`src/rtl/toggle_cov_pkg.sv`:
```
// Shared definitions for the toggle coverage detector.
// Contents:
//   RISE / FALL : bit offsets of the rise and fall points within a 2-bit per-signal group.
//   cnt_width() : width needed to hold a covered-point count of 0..2*sig_width.
package toggle_cov_pkg;

  localparam int unsigned RISE = 0;
  localparam int unsigned FALL = 1;

  function automatic int unsigned cnt_width(input int unsigned sig_width);
    return $clog2(2 * sig_width + 1);
  endfunction

endpackage

```
`src/rtl/toggle_cov_cell.sv`:
```
// Per-signal-bit toggle detector.
// Ports:
//   i_clock, i_reset_n : clock and asynchronous active-low reset
//   i_sig              : monitored signal bit
//   i_prev_valid       : high once a previous sample exists (shared from the top)
//   i_enable, i_clear  : detection enable and coverage clear
//   o_valid[1:0]       : registered rise/fall event pulses
//   o_covered[1:0]     : sticky rise/fall coverage bits
//   o_covered_d[1:0]   : next-state coverage bits, used by the top for its popcount
module toggle_cov_cell
  import toggle_cov_pkg::*;
#(
  parameter bit FIRST_ONLY = 1'b1
) (
  input  logic       i_clock,
  input  logic       i_reset_n,
  input  logic       i_sig,
  input  logic       i_prev_valid,
  input  logic       i_enable,
  input  logic       i_clear,
  output logic [1:0] o_valid,
  output logic [1:0] o_covered,
  output logic [1:0] o_covered_d
);

  logic       r_prev;
  logic [1:0] r_valid;
  logic [1:0] r_covered;

  logic       w_arm;
  logic [1:0] w_raw;
  logic [1:0] w_valid_d;
  logic [1:0] w_covered_d;

  always_comb begin
    // Clear wins over a simultaneous toggle; no edges before the first real sample.
    w_arm       = i_prev_valid & i_enable & ~i_clear;
    w_raw       = '0;
    w_raw[RISE] = w_arm & i_sig & ~r_prev;
    w_raw[FALL] = w_arm & ~i_sig & r_prev;
    w_valid_d   = FIRST_ONLY ? (w_raw & ~r_covered) : w_raw;
    w_covered_d = i_clear ? 2'b00 : (r_covered | w_raw);
  end

  always_ff @(posedge i_clock or negedge i_reset_n) begin
    if (!i_reset_n) begin
      r_prev    <= 1'b0;
      r_valid   <= 2'b00;
      r_covered <= 2'b00;
    end else begin
      // prev tracks the input unconditionally so re-enabling never sees a stale sample.
      r_prev    <= i_sig;
      r_valid   <= w_valid_d;
      r_covered <= w_covered_d;
    end
  end

  assign o_valid     = r_valid;
  assign o_covered   = r_covered;
  assign o_covered_d = w_covered_d;

endmodule

```
`src/rtl/toggle_cov_detect.sv`:
```
// Toggle coverage detector: flags first (or every) rise/fall of each monitored bit.
// Ports:
//   clock, reset_n : clock and asynchronous active-low reset
//   sig            : monitored signals, sampled every clock
//   enable         : detection enable
//   clear          : one-cycle clear of coverage bitmap and count
//   valid          : event pulses, bit 2i = rise of sig[i], bit 2i+1 = fall of sig[i]
//   covered        : sticky bitmap of points hit
//   covered_count  : population count of covered
//   all_covered    : every point has been hit
module toggle_cov_detect
  import toggle_cov_pkg::*;
#(
  parameter int unsigned SIG_WIDTH  = 18,
  parameter bit          FIRST_ONLY = 1'b1
) (
  input  logic                              clock,
  input  logic                              reset_n,
  input  logic [SIG_WIDTH-1:0]              sig,
  input  logic                              enable,
  input  logic                              clear,
  output logic [2*SIG_WIDTH-1:0]            valid,
  output logic [2*SIG_WIDTH-1:0]            covered,
  output logic [cnt_width(SIG_WIDTH)-1:0]   covered_count,
  output logic                              all_covered
);

  localparam int unsigned CntW   = cnt_width(SIG_WIDTH);
  localparam int unsigned Points = 2 * SIG_WIDTH;

  logic                  r_prev_valid;
  logic [CntW-1:0]       r_count;
  logic [Points-1:0]     w_covered_d;
  logic [CntW-1:0]       w_count_d;

  always_ff @(posedge clock or negedge reset_n) begin
    if (!reset_n) begin
      r_prev_valid <= 1'b0;
    end else begin
      r_prev_valid <= 1'b1;
    end
  end

  for (genvar i = 0; i < SIG_WIDTH; i++) begin : g_cell
    toggle_cov_cell #(
      .FIRST_ONLY (FIRST_ONLY)
    ) u_cell (
      .i_clock      (clock),
      .i_reset_n    (reset_n),
      .i_sig        (sig[i]),
      .i_prev_valid (r_prev_valid),
      .i_enable     (enable),
      .i_clear      (clear),
      .o_valid      (valid[2*i+1:2*i]),
      .o_covered    (covered[2*i+1:2*i]),
      .o_covered_d  (w_covered_d[2*i+1:2*i])
    );
  end

  // Count is taken from next-state coverage so it registers in step with covered.
  always_comb begin
    w_count_d = '0;
    for (int unsigned i = 0; i < Points; i++) begin
      w_count_d = w_count_d + CntW'(w_covered_d[i]);
    end
  end

  always_ff @(posedge clock or negedge reset_n) begin
    if (!reset_n) begin
      r_count <= '0;
    end else begin
      r_count <= w_count_d;
    end
  end

  assign covered_count = r_count;
  assign all_covered   = (r_count == CntW'(Points));

endmodule

```
`config.mk`:
```
export PLATFORM = sky130hd
export DESIGN_NAME = toggle_cov_detect
export DESIGN_NICKNAME = d
export VERILOG_FILES = /design/src/rtl/toggle_cov_pkg.sv /design/src/rtl/toggle_cov_cell.sv /design/src/rtl/toggle_cov_detect.sv
export SDC_FILE = /design/constraint.sdc
export NUM_CORES = 1
export LEC_CHECK = 0
export ABC_AREA = 1
export CORE_MARGIN = 10
export CORE_UTILIZATION = 45
export CTS_BUF_LIST = sky130_fd_sc_hd__clkbuf_8 sky130_fd_sc_hd__clkbuf_16
export CTS_CLUSTER_SIZE = 10
export DETAILED_ROUTE_END_ITERATION = 8
export PLACE_DENSITY = 0.76
export SETUP_SLACK_MARGIN = 0.02
export SLEW_MARGIN = 40
export SYNTH_ARGS = -nofsm -noshare
export SYNTH_HDL_FRONTEND = slang
export SYNTH_SLANG_ARGS = --single-unit
```
`constraint.sdc`:
```
create_clock -name clock -period 5.1 [get_ports clock]
set_input_delay 0.765 -clock clock [delete_from_list [all_inputs] [get_ports clock]]
set_output_delay 0.765 -clock clock [all_outputs]
set_load 0.02 [all_outputs]
```
=== Word level (Yosys, flattened, before mapping) ===
Index checks and enable logic that the tools add are counted.
W data, S select, Z words.

* Flip-flop bits (word level): 97
* Output and inout port bits: 79

* Multiplexer cells: 18
* Equality and inequality tests: 1
* Bitwise logic cells: 165
* $add $sub $neg: 35

{| class="wikitable"
|+ Operators with widths
! cell !! count
|-
| $add A6 B1 Y6 || 30
|-
| $and A1 B1 Y1 || 74
|-
| $not A1 Y1 || 37
|-
| $and A2 B2 Y2 || 18
|-
| $mux W2 || 18
|-
| $not A2 Y2 || 18
|-
| $or A2 B2 Y2 || 18
|-
| $add A5 B1 Y6 || 1
|-
| $eq A6 B6 Y1 const B || 1
|-
| $add A4 B1 Y5 || 1
|-
| $add A3 B1 Y4 || 1
|-
| $add A2 B1 Y3 || 1
|-
| $add A1 B1 Y2 || 1
|}

=== Logic depth before layout (Yosys ltp) ===
Gate-level depths: netlist (run 1).

* Depth in word-level cells: 41
* Gate-level depth with buffers: 22
* Depth with buffers taken out: 21

=== By module ===
Synthesis (run 1) repeated with hierarchy kept, for this count alone.

* Cell total of the unflattened synthesis: 483
* Area, all modules: 4556.9 um^2

{| class="wikitable"
|+ Modules (own cells, without submodules)
! module !! area each (um^2) !! cells each !! sequential area each (um^2) !! times used
|-
| toggle_cov_cell || 188.9 || 20 || 125.1 || 18
|-
| toggle_cov_detect || 1156.1 || 123 || 175.2 || 1
|}

=== Worst setup path after synthesis (run 1) ===
Ideal clock, no wire load.

* Path kind: in2reg
* Start: input port enable
* End: register r_count[4], in the netlist covered_count[4]
* Setup slack: -371 ps
* Arrival time: 5354 ps
* Buffers on the path: 1
* Stages on the path: 21
* Cell sequence: nand2_1 nor2_4 buf_6 nand2_1 a21oi_1 fa_1 fa_1 inv_1 fa_1 inv_1 fa_1 fa_1 inv_1 fa_1 inv_1 ha_1 inv_1 fa_1 nand3b_1 nand3_1 nand2_1

* Elaborated cells between the ends (all ways): 145
* Those cells by class: add/sub (35); mux (18); bitwise (92)

{| class="wikitable"
|+ RTL lines
! element !! RTL line !! text
|-
| from (decl) || toggle_cov_detect.sv:20 || <nowiki>input logic enable,</nowiki>
|-
| $and A1 B1 Y1 (2 in a row) || toggle_cov_cell.sv:37 || <nowiki>w_arm = i_prev_valid & i_enable & ~i_clear;</nowiki>
|-
| $and A1 B1 Y1 (2 in a row) || toggle_cov_cell.sv:40 || <nowiki>w_raw[FALL] = w_arm & ~i_sig & r_prev;</nowiki>
|-
| $or A2 B2 Y2 || toggle_cov_cell.sv:42 || <nowiki>w_covered_d = i_clear ? 2'b00 : (r_covered | w_raw);</nowiki>
|-
| $mux W2 || toggle_cov_cell.sv:42 ||
|-
| named net g_cell[9].u_cell.o_covered_d[1] || toggle_cov_cell.sv:23 || <nowiki>output logic [1:0] o_covered_d</nowiki>
|-
| $add A6 B1 Y6 (17 in a row) || toggle_cov_detect.sv:64 || <nowiki>w_count_d = w_count_d + CntW'(w_covered_d[i]);</nowiki>
|-
| named net w_count_d[4] || toggle_cov_detect.sv:34 || <nowiki>logic [CntW-1:0] w_count_d;</nowiki>
|-
| to (signal assigned) || toggle_cov_detect.sv:72 || <nowiki>r_count <= w_count_d;</nowiki>
|-
| to (decl) || toggle_cov_detect.sv:32 || <nowiki>logic [CntW-1:0] r_count;</nowiki>
|}

The timed path passes the listed nets, and every way through them passes these cells.

=== Final worst setup path (run 1) ===
* Start: input port enable
* End: register r_count[4], in the netlist covered_count[4]

* Elaborated cells between the ends (all ways): 145
* Those cells by class: add/sub (35); mux (18); bitwise (92)

{| class="wikitable"
|+ RTL lines
! element !! RTL line
|-
| $and A1 B1 Y1 (2 in a row) || toggle_cov_cell.sv:37
|-
| $and A1 B1 Y1 (2 in a row) || toggle_cov_cell.sv:40
|-
| $or A2 B2 Y2 || toggle_cov_cell.sv:42
|-
| $mux W2 || toggle_cov_cell.sv:42
|-
| named net g_cell[14].u_cell.o_covered_d[1] || toggle_cov_cell.sv:23
|-
| $add A6 B1 Y6 (7 in a row) || toggle_cov_detect.sv:64
|-
| named net w_count_d[4] || toggle_cov_detect.sv:34
|}

The timed path passes the listed nets, and every way through them passes these cells.

==> results of run 1 <==
[logic make-up after synthesis]
kind of cell	count (synthesis)
AOI/OAI and AO/OA	39
xor gates and xnor gates	1
adders and majority gates	36
buffers and inverters	123
DFF	97
other	1
and+or+nand+nor	151
[layout make-up]
type	count	area (um^2)	share of cell area [%]
well taps	133	166	2.42
clock buffers	10	138	2.00
multi-input cells	228	1730	25.3
repair buffers	207	1920	28.0
inverters	115	432	6.29
flip-flops and latches	97	2430	35.4
clock inverters	6	45.0	0.656
[flip-flops by register name, indices dropped and copies added (netlist names)]
signal	count
g_cell.u_cell.r_prev	18
g_cell.u_cell.o_covered	36
covered_count	6
r_prev_valid	1
g_cell.u_cell.o_valid	36
[power groups by stage]
stage	sequential (uW)	combinational (uW)	clock, uW
final	811	292	471
after global routing	814	323	510
after CTS	811	261	477
after detailed placement	826	236	0
after global placement	824	232	0
after floorplan	847	99.8	0
[cell usage after synthesis, types with 2 or more instances]
| cell type | number | area, um^2 |
|---|---|---|
| nand3_1 | 4 | 20.0 |
| ha_1 | 8 | 100 |
| inv_1 | 115 | 432 |
| nor2_1 | 74 | 278 |
| nand3b_1 | 2 | 15.0 |
| dfrtp_1 | 97 | 2430 |
| buf_6 | 5 | 56.3 |
| a21oi_1 | 38 | 190 |
| buf_2 | 2 | 10.0 |
| fa_1 | 28 | 561 |
| nand2_1 | 68 | 255 |
[worst max-delay path by stage]
stage	slack (ps)	cells after the start	endpoint
after global routing	-430	25	covered_count[4]
after floorplan	-270	21	covered_count[4]
after global placement	-860	22	covered_count[4]
after CTS	-150	22	covered_count[4]
after detailed placement	-970	22	covered_count[4]
final	-280	25	covered_count[4]
[stage by stage]
stage,cell area [um^2],hold WS [ps]
5_1_grt,6870,409
3_3_place_gp,5920,434
3_5_place_dp,5920,437
6_report,6870,378
2_1_floorplan,4470,469
4_1_cts,6680,389
[worst max-delay path, delay by kind of cell]
family	cells	cell delay, ps
fa+ha+maj	8	3480
buf+inv	9	670
simple gates	7	630
compound gates	1	150
[timing repair]
item                       CTS  global route
setup endpoints to repair    5             6
buffers inserted            56             5
gates cloned                 1             0
gates resized for setup     53            37
pin swaps                   44            22
[per-layer routing]
layer	up-vias	track usage [%]	routed length (um)	part of all wire, %
li1	1713	-	-	-
met1	1786	18.6	4910	38
met2	108	32.2	6840	52
met3	39	6.33	776	6.0
met4	0	10.2	502	3.9
met5	-	0	0	0
==> results.toml, run 1 <==
[worst_setup_path]
crit_slowest_cell = "fa_1"
arrival_ps = 5710
r2r_cells = 24
crit_path_max_fanout = 5
endpoint_kind = "register"
reg2reg_slack_ps = -220
required_ps = 5430
critPathMaxStageDelay_ps = 560
crit_type = "input pin to register"
start_kind = "input pin"
setup.worst_path.start = "enable"
cp_common_cell = "fa_1"
reg2reg_to = "covered_count[4]"
reg2reg_from = "r_prev_valid"

[clocking]
cts_tree = "yes"
clk_pin_slew_worst_paths_ps = 100
cts_buffers = 9
clk_path_buf_depth = 2
ctsHoldBuffers = 0
clock_latency_ps = 380
cts_sinks = 97
htree_levels = 3
cts_root_buf = "clkbuf_8"

[sta]
final_hold_viol_count = 0
rsz0062_at_grt = "true"
fin_ws_ps = -278
finalCritPeriodShare_pct = 105
tightest_slew_ps = 626
fmax_mhz = 186
fin_crit_ps = 5380
tns_ps = -858
fin_skew_ps = 11.4
setup_viol = 6
relSlewSlack_pct = 58.3
drv_slew = 0

[yosys]
async_flop_share_pct = 100
synth.avg_cell_area_um2 = 9.81
syn_inst = 448
synthFlopType = "dfrtp_1"
ys_ff_latch = 97
synthXorXnorAreaFrac_pct = 0.199
synthAdderAreaFrac_pct = 15.0
synth_compound_area_share_pct = 4.44
synth_area_um2 = 4390
synth-edff-count = 0
synthSimpleGateAreaFrac_pct = 13.5
ys_types = 18
synth_warnings = 0
synth-seq-area-share_pct = 55.3
synth.area.mux_share_pct = 0
syn-num-nets = 506
synth_top_family_by_area = "adder cells"

[layout]
diodes = 0
utilization_pct = 71.2
stdcell_count = 796
synthToLayoutAreaGrowth_pct = 56.3
fill_cells = 686
drive_gt1_share_pct = 26.7
layout.nets = 716
layout_commonest_cell = "inv_1"
final_cell_mix = "107 x inv_1, 97 x dfrtp_1, 87 x buf_4"

[pwr]
swShare_pct = 28.8
power_uw = 1570
power_leakage_uw = 0.00355
power.density_nw_per_um2 = 229
power_frac_seq_pct = 51.5
comb_power_share_pct = 18.6
p_int_uw = 1120
max-vdd-ir-drop_mv = 0.150
clockPowerShare_pct = 29.9
netSwitchingPower_uw = 453

[route]
antenna_left = 0
wl_per_cell_um = 16.4
drt_first_pass_iters = 4
drt_iter0_drc = 101
routed_wl_mm = 13.0
num_vias = 3646
route.detailed.drc = 0
vias_per_cell = 4.58

[floorplan]
die_w_um = 119
io_pins = 101
design.die.area_um2 = 14100
coreArea_um2 = 9640
initial_core_util_pct = 45.6
die_h_um = 119
num_rows = 36

[placement]
placed_cells = 720
dp_slack_ps = -968
hpwl_mm = 8.30
io_buffers = 100
gp_congestion = 0.791

[outcome]
violations = "negative setup slack"
status = "complete, but fails checks"

[job]
maxCapViolCount = 0

[hold_path]
min-delay-path-class = "input pin to asynchronous set/reset pin"

[global_routing]
antenna_found_initial = 0
grt_usage_pct = 18.3
grt_max_degree = 52
grt_pass1_wl_mm = 20.5
grt_overflow_total = 0
first_global_vias = 4226
(Power assumes the default switching activity.)
==> inputs of run 2 (changes only) <==
--- a/config.mk
+++ b/config.mk
@@ -7,11 +7,11 @@
 export LEC_CHECK = 0
 export ABC_AREA = 1
 export CORE_MARGIN = 10
-export CORE_UTILIZATION = 45
+export CORE_UTILIZATION = 40
 export CTS_BUF_LIST = sky130_fd_sc_hd__clkbuf_8 sky130_fd_sc_hd__clkbuf_16
 export CTS_CLUSTER_SIZE = 10
 export DETAILED_ROUTE_END_ITERATION = 8
-export PLACE_DENSITY = 0.76
+export PLACE_DENSITY = 0.69
 export SETUP_SLACK_MARGIN = 0.02
 export SLEW_MARGIN = 40
 export SYNTH_ARGS = -nofsm -noshare
==> results.toml, run 2 (same netlist as run 1, synthesis figures left out) <==
[outcome]
status = "complete, but fails checks"
violations = "negative setup slack"

[worst_setup_path]
setup.worst_path.start = "enable"
cp_common_cell = "fa_1"
arrival_ps = 5540
crit_slowest_cell = "fa_1"
crit_type = "input pin to register"
reg2reg_from = "r_prev_valid"
endpoint_kind = "register"
required_ps = 5360
start_kind = "input pin"
critPathBufInv = 8
critPathMaxStageDelay_ps = 570
crit_chain = "buf_6 > nand2_4 > nor2_4 > buf_12 > buf_12 > nand2_4 > a21oi_4 > fa_1 > fa_1 > inv_2 > fa_1 > inv_2 > fa_2 > fa_1 > inv_1 > fa_1 > inv_1 > ha_2 > inv_2 > fa_2 > nand3b_1 > nand3_1 > nand2_1"
crit_path_max_fanout = 5
cpLargestDelayFamily = "adder cells"

[pwr]
max-vdd-ir-drop_mv = 0.120
netSwitchingPower_uw = 427
p_int_uw = 1160
comb_power_share_pct = 17.0
clockPowerShare_pct = 31.8
power_frac_seq_pct = 51.2
power.density_nw_per_um2 = 231
swShare_pct = 26.9
power_leakage_uw = 0.00354

[route]
num_vias = 3589
routed_wl_mm = 12.2
route.detailed.drc = 0
drt_first_pass_iters = 4
wl_per_cell_um = 15.1
antenna_left = 0
vias_per_cell = 4.46
drt_iter0_drc = 135

[global_routing]
grt_usage_pct = 16.1
first_global_vias = 4030
grt_pass1_wl_mm = 20.1
grt_overflow_total = 0
grt_max_degree = 52
antenna_found_initial = 0

[clocking]
cts_tree = "yes"
cts_root_buf = "clkbuf_8"
cts_buffers = 9
clk_pin_slew_worst_paths_ps = 80
htree_levels = 3
clk_path_buf_depth = 2
clock_latency_ps = 380
ctsHoldBuffers = 0
cts_sinks = 97

[sta]
drv_slew = 0
finalCritPeriodShare_pct = 103
fin_skew_ps = 13.2
final_hold_viol_count = 0
relSlewSlack_pct = 56.4
fin_crit_ps = 5280
setup_viol = 4
fmax_mhz = 189
tns_ps = -368
rsz0062_at_grt = "true"
fin_ws_ps = -177
tightest_slew_ps = 654

[placement]
gp_congestion = 0.837
hpwl_mm = 8.34
placed_cells = 735
io_buffers = 100

[layout]
drive_gt1_share_pct = 26.8
layout.nets = 719
fill_cells = 877
synthToLayoutAreaGrowth_pct = 56.2
final_cell_mix = "108 x inv_1, 97 x dfrtp_1, 93 x buf_4"
diodes = 0
layout_commonest_cell = "inv_1"
stdcell_count = 805

[floorplan]
num_rows = 38
coreArea_um2 = 10800
design.die.area_um2 = 15600
die_w_um = 125
initial_core_util_pct = 40.7
io_pins = 101
die_h_um = 125

[job]
maxCapViolCount = 0

[hold_path]
min-delay-path-class = "input pin to asynchronous set/reset pin"
==> run 2: changes by cell type in the layout (fill, tap and decap cells not counted), moves of 2 or more <==
cell	before	now
clkdlybuf4s50_1	83	81
a21oi_4	9	7
nand2_4	8	5
clkinv_4	3	1
buf_4	87	93
dlygate4sd2_1	13	16
buf_6	16	13
ha_4	3	1
==> run 2: what timing repair did <==
action | in CTS | in global routing
setup buffers | 52 | 3
gates cloned | 1 | 0
resized for setup | 56 | 27
endpoints found under the setup margin | 5 | 6
pin swaps | 42 | 16
==> run 2: metal layers <==
| metal | vias up | GRT usage [%] | share of wire [%] |
|---|---|---|---|
| met5 | - | 0 | 0 |
| met4 | 0 | 7.75 | 3.1 |
| met3 | 28 | 4.77 | 6.1 |
| met2 | 89 | 28.8 | 53 |
| met1 | 1752 | 16.9 | 38 |
| li1 | 1720 | - | - |
==> run 2: final cells by class <==
type	instances	area (um^2)	area share [%]
Sequential cell	97	2430	35.4
Clock inverter	5	57.6	0.839
Tap cell	140	175	2.55
Timing Repair Buffer	210	1930	28.2
Inverter	115	432	6.29
Multi-Input combinational cell	228	1700	24.8
Clock buffer	10	138	2.01
==> run 2: final timing paths <==
| path | endpoint | slack [ps] | cells after the start |
|---|---|---|---|
| worst max-delay path | covered_count[4] | -180 | 23 |
| worst min-delay path | g_cell[16].u_cell.o_valid[0] | 410 | 1 |
| worst max register to register | covered_count[4] | -100 | 22 |
| worst min register to register | g_cell[6].u_cell.o_valid[0] | 450 | 1 |
| max in group asynchronous | g_cell[7].u_cell.o_covered[1] | 3670 | 2 |
| min in group clock | g_cell[6].u_cell.o_valid[0] | 450 | 1 |
==> run 2: stage by stage <==
stage | total power, uW | setup WS [ps] | area [um^2] | util (%) | hold WS, ps
floorplan | 947 | -267 | 4470 | - | 469
global placement | 1070 | -885 | 6020 | 55.8 | 438
detailed placement | 1070 | -997 | 6020 | 55.8 | 441
CTS | 1590 | -131 | 6750 | 62.5 | 420
global route | 1660 | -342 | 6860 | 63.6 | 448
finish | 1580 | -177 | 6860 | 63.6 | 410
==> run 2: power groups by stage <==
stage | sequential (uW) | combinational [uW] | clock [uW]
2_1_floorplan | 847 | 99.8 | 0
3_3_place_gp | 825 | 241 | 0
3_5_place_dp | 825 | 245 | 0
4_1_cts | 810 | 268 | 515
5_1_grt | 814 | 300 | 547
6_report | 810 | 270 | 504
==> inputs of run 3 (changes only) <==
--- a/config.mk
+++ b/config.mk
@@ -11,6 +11,7 @@
 export CTS_BUF_LIST = sky130_fd_sc_hd__clkbuf_8 sky130_fd_sc_hd__clkbuf_16
 export CTS_CLUSTER_SIZE = 10
 export DETAILED_ROUTE_END_ITERATION = 8
+export HOLD_SLACK_MARGIN = 0.15
 export PLACE_DENSITY = 0.69
 export SETUP_SLACK_MARGIN = 0.02
 export SLEW_MARGIN = 40
==> results of run 3 <==
Final layout, timing and power as in run 2 (identical DEF).
